**src/rtl/uart_param.v**
```verilog
// Shared UART constants: default clock/baud and the receive/transmit FSM state codes.
// Latency: n/a (text macros only).
// Backpressure: n/a.
`ifndef UART_PARAM_V
`define UART_PARAM_V

`define UART_CLK_FREQ    50000000
`define UART_BAUD_RATE   115200

`define UART_ST_IDLE     3'd0
`define UART_ST_START    3'd1
`define UART_ST_DATA     3'd2
`define UART_ST_PARITY   3'd3
`define UART_ST_STOP     3'd4
`define UART_ST_BREAK    3'd5

`endif

```
**src/rtl/uart_rx_pkg.sv**
```systemverilog
// UART receiver package: default rates, FSM state type, parity helper.
// Latency: n/a (types and constants only).
// Backpressure: n/a. PARITY state exists only when UART_RX_PARITY_EN is defined.
`include "uart_param.v"

package uart_rx_pkg;

    localparam int DEFAULT_CLK_FREQ  = `UART_CLK_FREQ;
    localparam int DEFAULT_BAUD_RATE = `UART_BAUD_RATE;

    typedef enum logic [2:0] {
        ST_IDLE   = `UART_ST_IDLE,
        ST_START  = `UART_ST_START,
        ST_DATA   = `UART_ST_DATA,
`ifdef UART_RX_PARITY_EN
        ST_PARITY = `UART_ST_PARITY,
`endif
        ST_STOP   = `UART_ST_STOP,
        ST_BREAK  = `UART_ST_BREAK
    } rxState_t;

    // Even parity bit that makes the total number of ones even.
    function automatic logic evenParity(input logic [7:0] dat);
        return ^dat;
    endfunction

endpackage

```
**src/rtl/uart_rx_fifo.sv**
```systemverilog
// Byte FIFO with first-word fall-through head, occupancy count and full/empty flags.
// Latency: a push is visible on popDat/empty/count the cycle after the push edge.
// Backpressure: push while full is dropped unless a pop happens in the same cycle; pop while empty is ignored.
module uart_rx_fifo #(
    parameter int DEPTH = 8
) (
    input  logic                      clk_i,
    input  logic                      rst_i,
    input  logic                      push,
    input  logic [7:0]                pushDat,
    input  logic                      pop,
    output logic [7:0]                popDat,
    output logic                      full,
    output logic                      empty,
    output logic [$clog2(DEPTH):0]    count
);

    localparam int AW = $clog2(DEPTH);

    logic [7:0]    mem [DEPTH];
    logic [AW-1:0] wrPtr;
    logic [AW-1:0] rdPtr;
    logic [AW:0]   cnt;
    logic          doPush;
    logic          doPop;

    assign full   = (cnt == (AW+1)'(DEPTH));
    assign empty  = (cnt == '0);
    assign count  = cnt;
    assign popDat = mem[rdPtr];

    // A pop frees a slot in the same cycle, so a full FIFO still accepts a concurrent push.
    assign doPop  = pop && !empty;
    assign doPush = push && (!full || doPop);

    // Storage and write pointer; pointers wrap naturally since DEPTH is a power of two.
    always_ff @(posedge clk_i or negedge rst_i) begin
        if (!rst_i) begin
            wrPtr <= '0;
            for (int i = 0; i < DEPTH; i++) begin
                mem[i] <= '0;
            end
        end else if (doPush) begin
            mem[wrPtr] <= pushDat;
            wrPtr      <= wrPtr + 1'b1;
        end
    end

    // Read pointer and occupancy.
    always_ff @(posedge clk_i or negedge rst_i) begin
        if (!rst_i) begin
            rdPtr <= '0;
            cnt   <= '0;
        end else begin
            if (doPop) begin
                rdPtr <= rdPtr + 1'b1;
            end
            case ({doPush, doPop})
                2'b10:   cnt <= cnt + 1'b1;
                2'b01:   cnt <= cnt - 1'b1;
                default: cnt <= cnt;
            endcase
        end
    end

endmodule

```
**src/rtl/uart_rx.sv**
```systemverilog
// UART receiver (8N1, or 8E1 with UART_RX_PARITY_EN) feeding a byte FIFO with sticky error flags.
// Latency: byte appears on rx_valid_o/rx_data_o/rx_count_o one cycle after the stop-bit sample edge.
// Backpressure: none on the line; a byte arriving to a full FIFO without a read is dropped and flags overrun.
module uart_rx
    import uart_rx_pkg::*;
#(
    parameter int CLK_FREQ   = DEFAULT_CLK_FREQ,
    parameter int BAUD_RATE  = DEFAULT_BAUD_RATE,
    parameter int FIFO_DEPTH = 8
) (
    input  logic                           clk_i,
    input  logic                           rst_i,
    input  logic                           uart_rxd,
    input  logic                           rd_en_i,
    input  logic                           clr_err_i,
    output logic [7:0]                     rx_data_o,
    output logic                           rx_valid_o,
    output logic [$clog2(FIFO_DEPTH):0]    rx_count_o,
    output logic                           rx_overrun_o,
    output logic                           rx_frame_err_o,
    output logic                           rx_parity_err_o
);

    localparam int DIV  = CLK_FREQ / BAUD_RATE;
    localparam int HALF = DIV / 2;
    localparam int CW   = $clog2(DIV + 1);

    rxState_t      state;
    rxState_t      stateNext;
    logic          sync1;
    logic          sync2;
    logic          rxSync;
    logic [1:0]    warm;
    logic          rxPrev;
    logic          lineFall;
    logic [CW-1:0] baudCnt;
    logic [2:0]    bitIdx;
    logic [7:0]    shiftReg;
    logic          midStart;
    logic          bitTick;
    logic          cntClr;
    logic          cntRun;
    logic          pushVld;
    logic          frameErrSet;
    logic          overrunSet;
    logic          fifoFull;
    logic          fifoEmpty;

    assign rxSync   = sync2;
    assign lineFall = rxPrev && !rxSync;
    assign midStart = (baudCnt == CW'(HALF));
    assign bitTick  = (baudCnt == CW'(DIV - 1));

    // Two-flop synchronizer for the asynchronous line, idle-high at reset.
    always_ff @(posedge clk_i or negedge rst_i) begin
        if (!rst_i) begin
            sync1 <= 1'b1;
            sync2 <= 1'b1;
        end else begin
            sync1 <= uart_rxd;
            sync2 <= sync1;
        end
    end

    // Edge-detect history; held low until the synchronizer carries real line data, so a line
    // that is already low when reset releases does not look like a start bit.
    always_ff @(posedge clk_i or negedge rst_i) begin
        if (!rst_i) begin
            warm   <= '0;
            rxPrev <= 1'b0;
        end else begin
            warm   <= {warm[0], 1'b1};
            rxPrev <= warm[1] ? rxSync : 1'b0;
        end
    end

    // FSM state register.
    always_ff @(posedge clk_i or negedge rst_i) begin
        if (!rst_i) begin
            state <= ST_IDLE;
        end else begin
            state <= stateNext;
        end
    end

    // FSM next-state logic.
    always_comb begin
        stateNext = state;
        case (state)
            ST_IDLE:   if (lineFall) stateNext = ST_START;
            ST_START:  if (midStart) stateNext = rxSync ? ST_IDLE : ST_DATA;
`ifdef UART_RX_PARITY_EN
            ST_DATA:   if (bitTick && bitIdx == 3'd7) stateNext = ST_PARITY;
            ST_PARITY: if (bitTick) stateNext = ST_STOP;
`else
            ST_DATA:   if (bitTick && bitIdx == 3'd7) stateNext = ST_STOP;
`endif
            ST_STOP:   if (bitTick) stateNext = rxSync ? ST_IDLE : ST_BREAK;
            ST_BREAK:  if (rxSync) stateNext = ST_IDLE;
            default:   stateNext = ST_IDLE;
        endcase
    end

`ifdef UART_RX_PARITY_EN
    logic parityBad;
    logic parityErrSet;
    logic parityFlag;

    // Parity is judged at its own sample point; the byte is still held until the stop bit is checked.
    always_ff @(posedge clk_i or negedge rst_i) begin
        if (!rst_i) begin
            parityBad <= 1'b0;
        end else if (state == ST_PARITY && bitTick) begin
            parityBad <= (rxSync != evenParity(shiftReg));
        end
    end

    // Sticky parity flag; a new error wins over a clear in the same cycle.
    always_ff @(posedge clk_i or negedge rst_i) begin
        if (!rst_i) begin
            parityFlag <= 1'b0;
        end else if (parityErrSet) begin
            parityFlag <= 1'b1;
        end else if (clr_err_i) begin
            parityFlag <= 1'b0;
        end
    end

    assign rx_parity_err_o = parityFlag;
`endif

    // FSM outputs: counter control, FIFO push and error events.
    always_comb begin
        cntClr      = (stateNext != state) || bitTick;
        cntRun      = (state == ST_START) || (state == ST_DATA) || (state == ST_STOP);
        frameErrSet = (state == ST_STOP) && bitTick && !rxSync;
`ifdef UART_RX_PARITY_EN
        cntRun       = cntRun || (state == ST_PARITY);
        parityErrSet = (state == ST_PARITY) && bitTick && (rxSync != evenParity(shiftReg));
        pushVld      = (state == ST_STOP) && bitTick && rxSync && !parityBad;
`else
        pushVld      = (state == ST_STOP) && bitTick && rxSync;
`endif
    end

`ifndef UART_RX_PARITY_EN
    assign rx_parity_err_o = 1'b0;
`endif

    // Baud counter and LSB-first data shifter.
    always_ff @(posedge clk_i or negedge rst_i) begin
        if (!rst_i) begin
            baudCnt  <= '0;
            bitIdx   <= '0;
            shiftReg <= '0;
        end else begin
            if (cntClr) begin
                baudCnt <= '0;
            end else if (cntRun) begin
                baudCnt <= baudCnt + 1'b1;
            end
            if (state == ST_START) begin
                bitIdx <= '0;
            end else if (state == ST_DATA && bitTick) begin
                shiftReg <= {rxSync, shiftReg[7:1]};
                bitIdx   <= bitIdx + 3'd1;
            end
        end
    end

    assign overrunSet = pushVld && fifoFull && !rd_en_i;

    // Sticky overrun and framing flags; a new error wins over a clear in the same cycle.
    always_ff @(posedge clk_i or negedge rst_i) begin
        if (!rst_i) begin
            rx_overrun_o   <= 1'b0;
            rx_frame_err_o <= 1'b0;
        end else begin
            if (overrunSet) begin
                rx_overrun_o <= 1'b1;
            end else if (clr_err_i) begin
                rx_overrun_o <= 1'b0;
            end
            if (frameErrSet) begin
                rx_frame_err_o <= 1'b1;
            end else if (clr_err_i) begin
                rx_frame_err_o <= 1'b0;
            end
        end
    end

    uart_rx_fifo #(
        .DEPTH   (FIFO_DEPTH)
    ) u_fifo (
        .clk_i   (clk_i),
        .rst_i   (rst_i),
        .push    (pushVld),
        .pushDat (shiftReg),
        .pop     (rd_en_i),
        .popDat  (rx_data_o),
        .full    (fifoFull),
        .empty   (fifoEmpty),
        .count   (rx_count_o)
    );

    assign rx_valid_o = !fifoEmpty;

endmodule
```
**config.mk**
```make
export PLATFORM = sky130hd
export DESIGN_NAME = uart_rx
export DESIGN_NICKNAME = d
export VERILOG_FILES = /design/src/rtl/uart_rx_pkg.sv /design/src/rtl/uart_rx_fifo.sv /design/src/rtl/uart_rx.sv
export VERILOG_INCLUDE_DIRS = /design/src /design/src/rtl
export SDC_FILE = /design/constraint.sdc
export NUM_CORES = 1
export LEC_CHECK = 0
export ABC_AREA = 0
export ABC_CLOCK_PERIOD_IN_PS = 2900
export BUFFER_PORTS_ARGS = -buffer_cell sky130_fd_sc_hd__buf_2
export CELL_PAD_IN_SITES_DETAIL_PLACEMENT = 0
export CELL_PAD_IN_SITES_GLOBAL_PLACEMENT = 1
export CORE_MARGIN = 2
export CORE_UTILIZATION = 40
export DETAILED_ROUTE_END_ITERATION = 6
export PLACE_DENSITY = 0.73
export SLEW_MARGIN = 0
export SYNTH_ARGS = -nofsm -noshare
export SYNTH_HDL_FRONTEND = slang
export SYNTH_SLANG_ARGS = --single-unit
```
**constraint.sdc**
```tcl
create_clock -name clk_i -period 2.9 [get_ports clk_i]
set_input_delay 0.145 -clock clk_i [delete_from_list [all_inputs] [get_ports clk_i]]
set_output_delay 0.145 -clock clk_i [all_outputs]
set_load 0.05 [all_outputs]
```
==> metrics.yaml <==
synth:
  ys_top_cells_by_area: "dfrtp_1 (52%), mux2_2 (18%), mux4_2 (7.3%)"
  syn-cell-area_sq_mm: 0.00494
  ys.warnings.count: 0
  netlist_instances: 357
  yosysUniqueCellTypes: 50
  yosysSeqAreaShare: 0.527
  synth-edff-count: 0
  ys_async_sr_fraction: 1.00
  syn_area_per_cell_sq_um: 13.8
  synthMostInstantiatedCell: "dfrtp_1"
  synth_top_flop_cell: "dfrtp_1"
  synth-seq-cells: 104
  synthTopCellsByCount: "dfrtp_1 (102), mux2_2 (81), nand2_1 (19)"
  syn_nets: 372
  synth_top_cell_area_share: 0.517
  synth_largest_area_cell: "dfrtp_1"
cells_and_area:
  synthToLayoutAreaGrowth_pct: 13.1
  seq_area_sq_mm: 0.00261
  multi_input_area_sq_mm: 0.00221
  filler_cell_count: 1065
  antenna_cells: 0
  fin_cells: 529
  drive_above_1_share: 0.421
  finish.net_count: 392
clocking:
  holdBufCountCts: 2
  post_cts_resized: 0
  clock-root-buffer: "clkbuf_16"
  cts-buffers-inserted: 9
  cts_buffer_depth: 2
  htreeDepth: 3
  clock-sinks: 104
  path_clk_slew_ns: 0.07
  cts_setup_buffers: 0
  cts_tree: "done"
  clock_latency_ns: 0.34
floorplan:
  rows: 40
  dieArea_sq_mm: 0.0133
  initial_core_util: 0.411
  die_w_microns: 115
  ios: 21
  die_height_microns: 115
  core_area_sq_mm: 0.0120
route:
  drt-initial-drc-count: 157
  wl_per_cell_microns: 17.6
  first_pass_iters: 4
  drc: 0
  viasPerCell: 5.37
  wirelength_microns: 9330
  vias: 2842
  antenna_left: 0
grt:
  grtUsageMet1: 0.228
  grt_pass1_vias: 2928
  overflow: 0
  met2_usage: 0.243
  grt_max_degree: 63
  grt-busiest-layer: "met2"
  grt_pass1_wl_microns: 15900
  antenna_found_initial: 0
  met3_usage: 0.0374
  grt_util_all_layers: 0.158
place:
  dp_hpwl_microns: 5970
  numPortBuffers: 19
  gp_congestion: 0.727
  dp.cells: 511
setup_path:
  end_kind: "register"
  startpoint_type: "register"
  crit_buf_inv: 1
  path_delay_family: "adder cells"
  slowest_delay_ns: 0.41
  criticalPathCategory: "register to register"
  slowest_stage: "dfrtp_1"
  cp.arrival_ns: 2.72
  cp.required_ns: 3.13
  path_cells: "inv_1, ha_1, nand3b_1, nor3_1, nand3_1, ha_1, ha_1, a21o_1, a21oi_1, xnor2_1, nor2_1, xor2_1"
  worstPathMaxFanout: 4
  path_common_cell: "ha_1"
pwr:
  vdd_drop_max_uv: 491
  seq_power_share: 0.434
  p_sw_frac: 0.295
  power.internal_uw: 2690
  power.leakage_uw: 0.00270
  comb_power_share: 0.199
  p_sw_uw: 1120
  p_clk_frac: 0.367
  power.density_mw_per_mm2: 682
sta:
  grt_setup_unrepaired: "no"
  finClkSkew_ns: 0.00858
  fmaxAchievable_ghz: 0.402
  max_slew_margin: 0.465
  fin_tns_setup_ns: 0
  fin_crit_sh: 0.859
  hold_viol_final: 0
  final_max_slew_viol_count: 0
  min_period_ns: 2.49
  finalSetupViolations: 0
  worst_pin_slew_ns: 0.802
job:
  maxCapViolations: 0
run_status:
  outcome: "finished, final reports clean"
min_path:
  min_path_type: "primary input to register"
==> placed cells by master, fill, tap and decap left out, drive strengths merged, types with 3 or more instances in the layout <==
cell type	synthesis	layout
dfrtp	102	102
mux2	81	81
buf	18	29
nand2	19	19
nor2	19	19
mux4	16	16
xnor2	13	13
inv	8	11
ha	9	9
clkbuf	4	9
o21ai	8	8
nor3	7	7
nand3	5	5
xor2	4	4
nor4	4	4
nand3b	3	3
mux2i	3	3
bufinv	0	3
nand4b	3	3
==> power by group through the flow <==
stage	Clock, uW	Combinational (uW)	Sequential [uW]
6_report	1400	758	1650
5_1_grt	1490	839	1670
4_1_cts	1440	771	1660
3_5_place_dp	0	769	1680
3_3_place_gp	0	761	1680
2_1_floorplan	0	521	1720
==> logic make-up (layout without fill, tap and decap cells) <==
group / Yosys count / after routing / share of synthesized area
simple gates: 76 / 76 / 0.100
xor+xnor: 17 / 17 / 0.0301
mux: 100 / 100 / 0.264
compound gates: 18 / 18 / 0.0246
fa+ha+maj: 10 / 10 / 0.0269
buf+inv: 30 / 55 / 0.0253
flops: 104 / 104 / 0.527
other cells: 2 / 2 / 0.00152
==> per-layer routing <==
metal	share of wire	routed length, microns
met1	0.49	4530
met2	0.48	4490
met3	0.024	221
met4	0.0088	82
met5	0	0
==> flip-flops by register name, summed over array words and instances (netlist names) <==
name            count
rxSync              1
u_fifo.wrPtr        3
sync1               1
shiftReg            8
state               3
u_fifo.rdPtr        3
u_fifo.count        4
bitIdx              3
rx_frame_err_o      1
warm                2
rx_overrun_o        1
rxPrev              1
baudCnt             9
u_fifo.mem         64
==> area by class of cell <==
type | count | area share
Tap cell | 147 | 0.0329
Sequential cell | 104 | 0.466
Timing Repair Buffer | 31 | 0.0367
Clock inverter | 7 | 0.0222
Inverter | 8 | 0.00538
Clock buffer | 9 | 0.0403
Multi-Input combinational cell | 223 | 0.396
==> per-stage QoR <==
stage               utilization  hold WS (ns)  total power [uW]  setup WS [ns]  instance area, sq um
floorplan                     -        -0.151              2240          0.106                  4940
CTS                       0.465        0.0543              3860          0.384                  5590
detailed placement        0.434         0.252              2450          0.392                  5220
global placement          0.434         0.252              2440          0.396                  5220
global route              0.465        0.0842              4010         0.0680                  5590
finish                    0.465        0.0708              3810          0.410                  5590
==> final timing paths <==
| check | startpoint | end | slack, ns | cells past startpoint |
|---|---|---|---|---|
| setup reg to reg | baudCnt[1] | u_fifo.count[3] | 0.41 | 12 |
| hold reg to reg | warm[0] | warm[1] | 0.35 | 0 |
| setup / recovery | baudCnt[1] | u_fifo.count[3] | 0.41 | 12 |
| min in group asynchronous | rst_i | u_fifo.mem[27] | 0.42 | 2 |
| hold / removal | clr_err_i | rx_overrun_o | 0.07 | 3 |
| max in group asynchronous | rst_i | sync1 | 1.70 | 3 |
==> worst reg2reg max path: stages, from the launching register on <==
cell and delay, ns:
dfrtp_1 0.41, inv_1 0.07, ha_1 0.15, nand3b_1 0.14, nor3_1 0.21, nand3_1 0.19, ha_1 0.27, ha_1 0.27
a21o_1 0.17, a21oi_1 0.16, xnor2_1 0.13, nor2_1 0.06, xor2_1 0.14
No activity file was read; power rests on OpenSTA's default activity.
